**config.mk**
```make
export PLATFORM = sky130hd
export DESIGN_NAME = sipo_burst_sched
export DESIGN_NICKNAME = d
export VERILOG_FILES = /design/src/rtl/sipo_burst_sched.sv
export SDC_FILE = /design/constraint.sdc
export NUM_CORES = 1
export LEC_CHECK = 0
export CAP_MARGIN = 15
export CORE_MARGIN = 2
export CORE_UTILIZATION = 36
export CTS_CLUSTER_DIAMETER = 50
export DETAILED_ROUTE_END_ITERATION = 12
export PLACE_DENSITY = 0.75
export SLEW_MARGIN = 20
export SYNTH_ARGS = -nofsm -noshare
export SYNTH_HDL_FRONTEND = slang
export SYNTH_SLANG_ARGS = --single-unit
```
**constraint.sdc**
```tcl
create_clock -name pclk_i -period 1.35 [get_ports pclk_i]
set_input_delay 0.27 -clock pclk_i [delete_from_list [all_inputs] [get_ports pclk_i]]
set_output_delay 0.27 -clock pclk_i [all_outputs]
set_load 0.05 [all_outputs]
```
**src/rtl/sipo_burst_sched.sv**
```systemverilog
// Round-robin burst scheduler: steers BURST_LEN bytes from the SIPO valid/ready port to one granted consumer at a time.
// Optional stall-abort logic is compiled in with `define SCHED_TIMEOUT_EN.
module sipo_burst_sched #(
  parameter int NUM_CH      = 4,
  parameter int BURST_LEN   = 8,
  parameter int TIMEOUT_CYC = 64
) (
  input  logic              pclk_i,
  input  logic              rst_i,
  input  logic [7:0]        s_data_i,
  input  logic              s_valid_i,
  output logic              s_ready_o,
  input  logic [NUM_CH-1:0] req_i,
  output logic [NUM_CH-1:0] gnt_o,
  output logic [7:0]        m_data_o,
  output logic [NUM_CH-1:0] m_valid_o,
  input  logic [NUM_CH-1:0] m_ready_i,
  output logic              busy_o,
  output logic              done_o,
  output logic              timeout_o,
  output logic              state_dbg_o
);

  localparam int PTR_W = $clog2(NUM_CH);
  localparam int CNT_W = $clog2(BURST_LEN + 1);

  typedef enum logic {S_IDLE = 1'b0, S_XFER = 1'b1} state_t;

  state_t            r_state, w_state_nxt;
  logic [NUM_CH-1:0] r_gnt, w_gnt_nxt;
  logic [PTR_W-1:0]  r_ptr, w_ptr_nxt;
  logic [PTR_W-1:0]  r_win, w_win_nxt;
  logic [PTR_W-1:0]  w_arb_idx;
  logic              w_arb_found;
  logic [CNT_W-1:0]  r_cnt, w_cnt_nxt;
  logic              r_done, w_done_nxt;
  logic              r_timeout, w_timeout_nxt;
  logic              w_s_ready;
  logic              w_beat;
  logic              w_last;
  logic              w_abort;

  // Handshake: a byte moves only when s_valid_i and s_ready_o are both high in the same cycle;
  // s_ready_o reflects only the granted consumer's m_ready_i, so the SIPO holds its byte otherwise.
  assign w_s_ready = (r_state == S_XFER) && |(r_gnt & m_ready_i);
  assign w_beat    = s_valid_i & w_s_ready;
  assign w_last    = w_beat && (r_cnt == CNT_W'(BURST_LEN - 1));

  // Winner is the first requester after the last-served channel, so that channel ranks lowest.
  always_comb begin
    int w_idx;
    w_idx       = 0;
    w_arb_idx   = r_ptr;
    w_arb_found = 1'b0;
    for (int i = 1; i <= NUM_CH; i++) begin
      w_idx = (int'(r_ptr) + i) % NUM_CH;
      if (!w_arb_found && req_i[PTR_W'(w_idx)]) begin
        w_arb_idx   = PTR_W'(w_idx);
        w_arb_found = 1'b1;
      end
    end
  end

`ifdef SCHED_TIMEOUT_EN
  localparam int ST_W = $clog2(TIMEOUT_CYC + 1);
  logic [ST_W-1:0] r_stall;

  assign w_abort = (r_state == S_XFER) && !w_beat && (r_stall == ST_W'(TIMEOUT_CYC - 1));

  always_ff @(posedge pclk_i or posedge rst_i) begin
    if (rst_i) begin
      r_stall <= '0;
    end else if (r_state != S_XFER || w_beat) begin
      r_stall <= '0;
    end else begin
      r_stall <= r_stall + ST_W'(1);
    end
  end
`else
  logic [31:0] w_unused_timeout;
  assign w_unused_timeout = 32'(TIMEOUT_CYC);
  assign w_abort          = 1'b0;
`endif

  always_ff @(posedge pclk_i or posedge rst_i) begin
    if (rst_i) begin
      r_state   <= S_IDLE;
      r_gnt     <= '0;
      r_ptr     <= PTR_W'(NUM_CH - 1);
      r_win     <= '0;
      r_cnt     <= '0;
      r_done    <= 1'b0;
      r_timeout <= 1'b0;
    end else begin
      r_state   <= w_state_nxt;
      r_gnt     <= w_gnt_nxt;
      r_ptr     <= w_ptr_nxt;
      r_win     <= w_win_nxt;
      r_cnt     <= w_cnt_nxt;
      r_done    <= w_done_nxt;
      r_timeout <= w_timeout_nxt;
    end
  end

  always_comb begin
    w_state_nxt   = r_state;
    w_gnt_nxt     = r_gnt;
    w_ptr_nxt     = r_ptr;
    w_win_nxt     = r_win;
    w_cnt_nxt     = r_cnt;
    w_done_nxt    = 1'b0;
    w_timeout_nxt = 1'b0;
    case (r_state)
      S_IDLE: begin
        if (w_arb_found) begin
          w_state_nxt = S_XFER;
          w_gnt_nxt   = NUM_CH'(1) << w_arb_idx;
          w_win_nxt   = w_arb_idx;
          w_cnt_nxt   = '0;
        end
      end
      S_XFER: begin
        if (w_last) begin
          w_state_nxt = S_IDLE;
          w_gnt_nxt   = '0;
          w_ptr_nxt   = r_win;
          w_done_nxt  = 1'b1;
        end else if (w_abort) begin
          w_state_nxt   = S_IDLE;
          w_gnt_nxt     = '0;
          w_ptr_nxt     = r_win;
          w_timeout_nxt = 1'b1;
        end else if (w_beat) begin
          w_cnt_nxt = r_cnt + CNT_W'(1);
        end
      end
      default: w_state_nxt = S_IDLE;
    endcase
  end

  always_comb begin
    busy_o      = (r_state == S_XFER);
    state_dbg_o = r_state;
    gnt_o       = r_gnt;
    done_o      = r_done;
    timeout_o   = r_timeout;
    s_ready_o   = w_s_ready;
    m_data_o    = s_data_i;
    m_valid_o   = (r_state == S_XFER) ? (r_gnt & {NUM_CH{s_valid_i}}) : '0;
  end

endmodule

```
==> reports/metrics.yaml, run 1 <==
floorplan:
  num_rows: 17
  start_util_pct: 37.8
  die_h_um: 52.2
  core_um2: 2210
  io_pins: 40
  die_w_um: 52.2
  dieArea_um2: 2720
cts:
  cts_hold_buf: 0
  cts_inserted_buffers: 3
  clkLatencyLatePin_ps: 290
  clock-sinks: 14
  ctsRootBufferMaster: "clkbuf_4"
  ctsLongestPathBuffers: 2
  clkTransAtPathRegs_ps: 90
  htreeDepth: 1
  tritoncts: "built"
synth:
  synthSimpleGateAreaFrac_pct: 23.5
  syn_area_um2: 836
  ys_types: 34
  synth_flop_cell: "dfrtp_1"
  yosys_warnings: 0
  synth.avg_cell_area_um2: 9.72
  synth.area.mux_share_pct: 7.19
  yosys.area_share.adder_pct: 1.50
  synth_nets: 106
  synth_compound_area_share_pct: 13.8
  syn-instance-count: 86
  synth_edf_count: 0
  synth_top_family_by_area: "simple AND/OR/NAND/NOR gates"
  ys_seq_area_share_pct: 42.2
  synth_xor_area_share_pct: 0
  ys_async_sr_fraction_pct: 100
  ys_ff_latch: 14
finish:
  area_delta_synth_final_pct: 93.3
  finalNetCount: 157
  final_cell_mix: "buf_4 (26), nand2_1 (13), buf_6 (11), buf_12 (11), dlygate4sd2_1 (9)"
  fillers: 141
  finish.utilization_pct: 73.0
  antenna_cells: 0
  layout_commonest_cell: "buf_4"
  drive_gt1_share_pct: 63.2
sta:
  clock.fmax_mhz: 642
  grt_setup_unrepaired: "yes"
  setup_viol: 19
  skew_ps: 13.3
  slew_viol_final: 0
  hold_violations: 0
  whs_ps: 278
  fin_crit_sh_pct: 115
  period_needed_ps: 1560
  fin_ws_ps: -208
route:
  routed_wl_um: 2700
  viasPerCell: 5.26
  drc: 0
  dr_total_vias: 862
  routedWlPerCell_um: 16.4
  drt-initial-drc-count: 30
  firstDrtPassIters: 4
  postRouteAntennaNets: 0
grt:
  grt_usage_pct: 21.9
  grt_max_degree: 15
  antenna_found_initial: 0
  overflow: 0
  grt_pass1_vias: 857
  grt_pass1_wl_um: 4220
worst_setup_path:
  critPathKind: "register to output port"
  critical_path.max_fanout: 2
  worstSetupStartpointType: "register"
  crit_required_ps: 1080
  r2r_start: "gnt_o[0]$_DFFE_PP0P_"
  crit_start: "gnt_o[0]$_DFFE_PP0P_"
  critical_path_arrival_ps: 1290
  end_kind: "output port"
run_status:
  violations: "negative setup slack"
  status: "finished, violations left"
power_and_ir_drop:
  ir_worst_vdd_mv: 1.27
  p_per_area_nw_per_um2: 1890
  p_leak_uw: 0.000740
job:
  maxCapViolCount: 0
hold_path:
  hold_class: "primary input to async pin"
place:
  detailed_place_hpwl_um: 1690
  place.gp.congestion: 0.745
  place.port_buffers: 22
-- state kept, by name (all words and copies together) (netlist names) --
register and cells:
busy_o 1, done_o 1, r_win 2, r_ptr 2
gnt_o 4, r_cnt 4
-- area by class of cell --
cell class,count,area (µm²),area share [%]
sequential,14,359,22.2
inverter,2,7.51,0.465
clock buffer,4,36.3,2.25
timing repair buffer,58,628,38.9
tap,28,35.0,2.17
multi-input combinational,58,549,34.0
-- synth_stat cells (all sizes together), types with 3 or more instances --
master	n	area, µm²
dfrtp	12	300
nand2	13	48.8
nor2	5	18.8
and3	4	25.0
mux2i	3	30.0
buf	12	87.6
-- timing repair --
item / in CTS / in global routing
resized for setup: 33 / 13
setup buffers: 10 / 4
setup endpoints to repair: 18 / 19
cloned: 0 / 0
pin swaps: 15 / 9
-- per-stage QoR --
stage / total power [µW] / area, µm² / TNS, ps / setup WS, ps / std cells
final: 3060 / 1620 / -1480 / -208 / 164
after global routing: 3210 / 1620 / -2570 / -253 / 164
after CTS: 2820 / 1510 / -981 / -186 / 160
after detailed placement: 2210 / 1290 / -5910 / -454 / 146
after global placement: 2170 / 1290 / -4980 / -400 / 146
after floorplan: 1570 / 858 / -724 / -187 / 86
-- report_power, final --
| group | total (µW) | switching (µW) | internal (µW) | leakage, µW |
|---|---|---|---|---|
| Clock | 303 | 139 | 164 | 0.0000210 |
| Combinational | 2000 | 939 | 1060 | 0.000557 |
| Sequential | 755 | 148 | 607 | 0.000162 |
| Total | 3060 | 1230 | 1830 | 0.000740 |
-- cell families (layout without fill, tap and decap cells) --
kind of cell	Yosys count	in the layout
AO/OA/AOI/OAI	16	16
flip-flops	14	14
adder cells (fa/ha/maj)	1	1
other	1	1
buffers and inverters	14	64
multiplexers	5	5
AND/OR/NAND/NOR	35	35
-- layer usage --
layer | up-vias | track usage, % | part of all wire, %
met5 | - | 0 | 0
met1 | 437 | 25.6 | 40
li1 | 398 | - | -
met4 | 0 | 8.12 | 2.2
met3 | 6 | 6.00 | 4.2
met2 | 21 | 38.2 | 53
-- worst max-delay path: stages (launching register included) --
cell     delay [ps]
dfrtp_2         420
a22o_4          260
nor2_4          130
nor2_2           50
buf_6           140
-- final timing paths --
kind	slack [ps]	to	depth (start not counted)
setup reg to reg	-140	r_cnt[2]$_DFFE_PP0P_	5
max in group asynchronous	820	r_ptr[1]$_DFFE_PP1P_	3
min in group pclk_i	490	r_win[1]$_DFFE_PP0P_	2
hold reg to reg	490	r_win[1]$_DFFE_PP0P_	2
hold / removal	280	gnt_o[0]$_DFFE_PP0P_	3
setup / recovery	-210	s_ready_o	4
Power figures use the tool's default switching activity.
==> run 2, diff against run 1 <==
--- a/config.mk
+++ b/config.mk
@@ -7,10 +7,11 @@
 export LEC_CHECK = 0
 export CAP_MARGIN = 15
 export CORE_MARGIN = 2
-export CORE_UTILIZATION = 36
+export CORE_UTILIZATION = 40
 export CTS_CLUSTER_DIAMETER = 50
 export DETAILED_ROUTE_END_ITERATION = 12
-export PLACE_DENSITY = 0.75
+export HOLD_SLACK_MARGIN = 0.1
+export PLACE_DENSITY = 0.79
 export SLEW_MARGIN = 20
 export SYNTH_ARGS = -nofsm -noshare
 export SYNTH_HDL_FRONTEND = slang
==> constraint.sdc (replaced) <==
create_clock -name pclk_i -period 1.7 [get_ports pclk_i]
set_input_delay 0.34 -clock pclk_i [delete_from_list [all_inputs] [get_ports pclk_i]]
set_output_delay 0.34 -clock pclk_i [all_outputs]
set_load 0.05 [all_outputs]
==> run 2 against run 1 <==
  * The flow now finishes without violations
  * Combinational power is 47% lower
  * Largest power group unchanged
  * Clock skew is 9.5 ps lower
  * Critical endpoint unchanged
  * Worst hold slack gained 120 ps
  * Sequential share of layout area up 6.3 points
  * Worst setup slack gained 240 ps
  * Cell count shrank 13%
  * First-iteration DRC count down 40%
  * Die area fell by 9.3%
  * Register-to-register slack improved by 220 ps
  * Routed wire length down 19%
  * Total power fell by 37%
==> reports/metrics.yaml, run 2 (synthesis gave the netlist of run 1 again) <==
power_and_ir_drop:
  ir_worst_vdd_mv: 0.758  # -40%
  p_leak_uw: 0.000613  # -17%
  p_per_area_nw_per_um2: 1550  # -18%
finish:
  drive_gt1_share_pct: 35.7  # -28 points
  layout_commonest_cell: "buf_4"
  finish.utilization_pct: 62.9  # -10 points
  area_delta_synth_final_pct: 47.8
  fillers: 143  # +1.4%
  antenna_cells: 0  # unchanged
  final_cell_mix: "buf_4 (19), nand2_1 (13), dfrtp_1 (12), clkdlybuf4s50_1 (7), buf_12 (7)"
  fin_cells: 142  # -13%
  finalNetCount: 136  # -13%
cts:
  clock-sinks: 14  # unchanged
  ctsLongestPathBuffers: 2  # unchanged
  cts_hold_buf: 0  # unchanged
  clkLatencyLatePin_ps: 280  # about the same
  ctsRootBufferMaster: "clkbuf_4"
  clkTransAtPathRegs_ps: 90  # about the same
  htreeDepth: 1  # unchanged
  cts_inserted_buffers: 3  # unchanged
  tritoncts: "built"
floorplan:
  dieArea_um2: 2470  # -9.3%
  die_w_um: 49.7  # -4.7%
  io_pins: 40  # unchanged
  die_h_um: 49.7  # -4.7%
  core_um2: 1960  # -11%
  start_util_pct: 42.6  # +4.8 points
  num_rows: 16  # -1
worst_setup_path:
  crit_required_ps: 1360  # +280 ps
  crit_chain: "a22o_1, nor2_4, nor2_4, buf_8"
  crit_slowest_cell: "dfrtp_1"
  end_kind: "output port"
  critical_path.max_fanout: 4  # +2
  cpLargestDelayFamily: "flip-flops"
  critical_path_arrival_ps: 1330  # +40 ps
  path_common_cell: "nor2_4"
  cp_num_buf_inv: 1  # unchanged
  worstSetupStartpointType: "register"
  slowest_delay_ps: 430  # about the same
  critPathKind: "register to output port"
  r2r_cells: 6  # +1
  critical_path_cell_count: 4  # unchanged
place:
  place.gp.congestion: 0.791  # +6.1%
  place.port_buffers: 22  # unchanged
  detailed_place_hpwl_um: 1560  # -7.4%
  dp.cells: 133  # -8.9%
  place_ws_ps: -137  # +317 ps
grt:
  overflow: 0  # unchanged
  grt_usage_pct: 18.1  # -3.8 points
  antenna_found_initial: 0  # unchanged
  grt_pass1_wl_um: 3390  # -20%
  grt_pass1_vias: 731  # -15%
  grt_max_degree: 15  # unchanged
route:
  firstDrtPassIters: 4  # unchanged
  drc: 0  # unchanged
  routed_wl_um: 2190  # -19%
  drt-initial-drc-count: 18  # -40%
  viasPerCell: 5.33  # +1.4%
  dr_total_vias: 757  # -12%
  routedWlPerCell_um: 15.4  # -6.3%
  postRouteAntennaNets: 0  # unchanged
sta:
  period_needed_ps: 1670
  fin_crit_sh_pct: 98.4
  slew_viol_final: 0  # unchanged
  relSlewSlack_pct: 63.8
  setup_tns_ps: 0  # +1480 ps
  setup_viol: 0  # -19
  hold_violations: 0  # unchanged
  skew_ps: 3.81  # -9.52 ps
  clock.fmax_mhz: 598
  fin_ws_ps: 27.4  # +236 ps
  tightest_slew_ps: 543
  whs_ps: 393  # +115 ps
job:
  maxCapViolCount: 0  # unchanged
run_status:
  status: "finished, final reports clean"
hold_path:
  hold_class: "primary input to async pin"
-- run 2: cell count changes in the layout (fill, tap and decap cells not counted), sizes merged --
| cell | delta |
|---|---|
| buf | -21 |
| clkdlybuf4s50 | +6 |
| dlygate4sd2 | -8 |
| dlymetal6s2s | +2 |
-- run 2: final cells by class --
class | instances | area, µm² | area share, %
Multi-Input combinational cell | 58 | 403 | 32.6
Timing Repair Buffer | 37 | 402 | 32.5
Sequential cell | 14 | 353 | 28.6
Clock buffer | 4 | 36.3 | 2.94
Tap cell | 27 | 33.8 | 2.74
Inverter | 2 | 7.51 | 0.608
-- run 2: what timing repair did --
item | in CTS | in global routing
resized for setup | 2 | 5
buffers inserted | 5 | 1
pin swaps | 3 | 4
setup endpoints to repair | 1 | 1
-- run 2: through the flow --
stage | instance area (µm²) | total power [µW]
global placement | 1140 | 1520
global route | 1230 | 2020
detailed placement | 1140 | 1560
finish | 1230 | 1920
CTS | 1220 | 1890
floorplan | 843 | 1220
-- run 2: power breakdown --
part	switching [µW]	internal [µW]	leakage (µW)
clock network	110	130	0.0000210
logic	561	497	0.000424
registers	142	475	0.000168
-- run 2: routing by layer --
metal / vias up / part of all wire [%] / track usage, %
met1: 365 / 42 / 22.5
met5: - / 0 / 0
met4: 0 / 1.4 / 7.87
met3: 6 / 6.0 / 3.64
li1: 354 / - / -
met2: 32 / 50 / 30.2
-- run 2: final timing paths --
check | startpoint | to | slack (ps)
setup reg to reg | gnt_o[1]$_DFFE_PP0P_ | r_cnt[3]$_DFFE_PP0P_ | 80
setup / recovery | gnt_o[1]$_DFFE_PP0P_ | s_ready_o | 30
max in group asynchronous | rst_i | r_ptr[0]$_DFFE_PP1P_ | 940
hold reg to reg | r_win[1]$_DFFE_PP0P_ | r_win[1]$_DFFE_PP0P_ | 510
min in group pclk_i | r_win[1]$_DFFE_PP0P_ | r_win[1]$_DFFE_PP0P_ | 510
hold / removal | rst_i | gnt_o[1]$_DFFE_PP0P_ | 390
==> run 3, diff against run 2 <==
--- a/config.mk
+++ b/config.mk
@@ -9,6 +9,7 @@
 export CORE_MARGIN = 2
 export CORE_UTILIZATION = 40
 export CTS_CLUSTER_DIAMETER = 50
+export CTS_CLUSTER_SIZE = 25
 export DETAILED_ROUTE_END_ITERATION = 12
 export HOLD_SLACK_MARGIN = 0.1
 export PLACE_DENSITY = 0.79
==> results of run 3 <==
No change in the layout: final DEF, timing and power equal those of run 2.
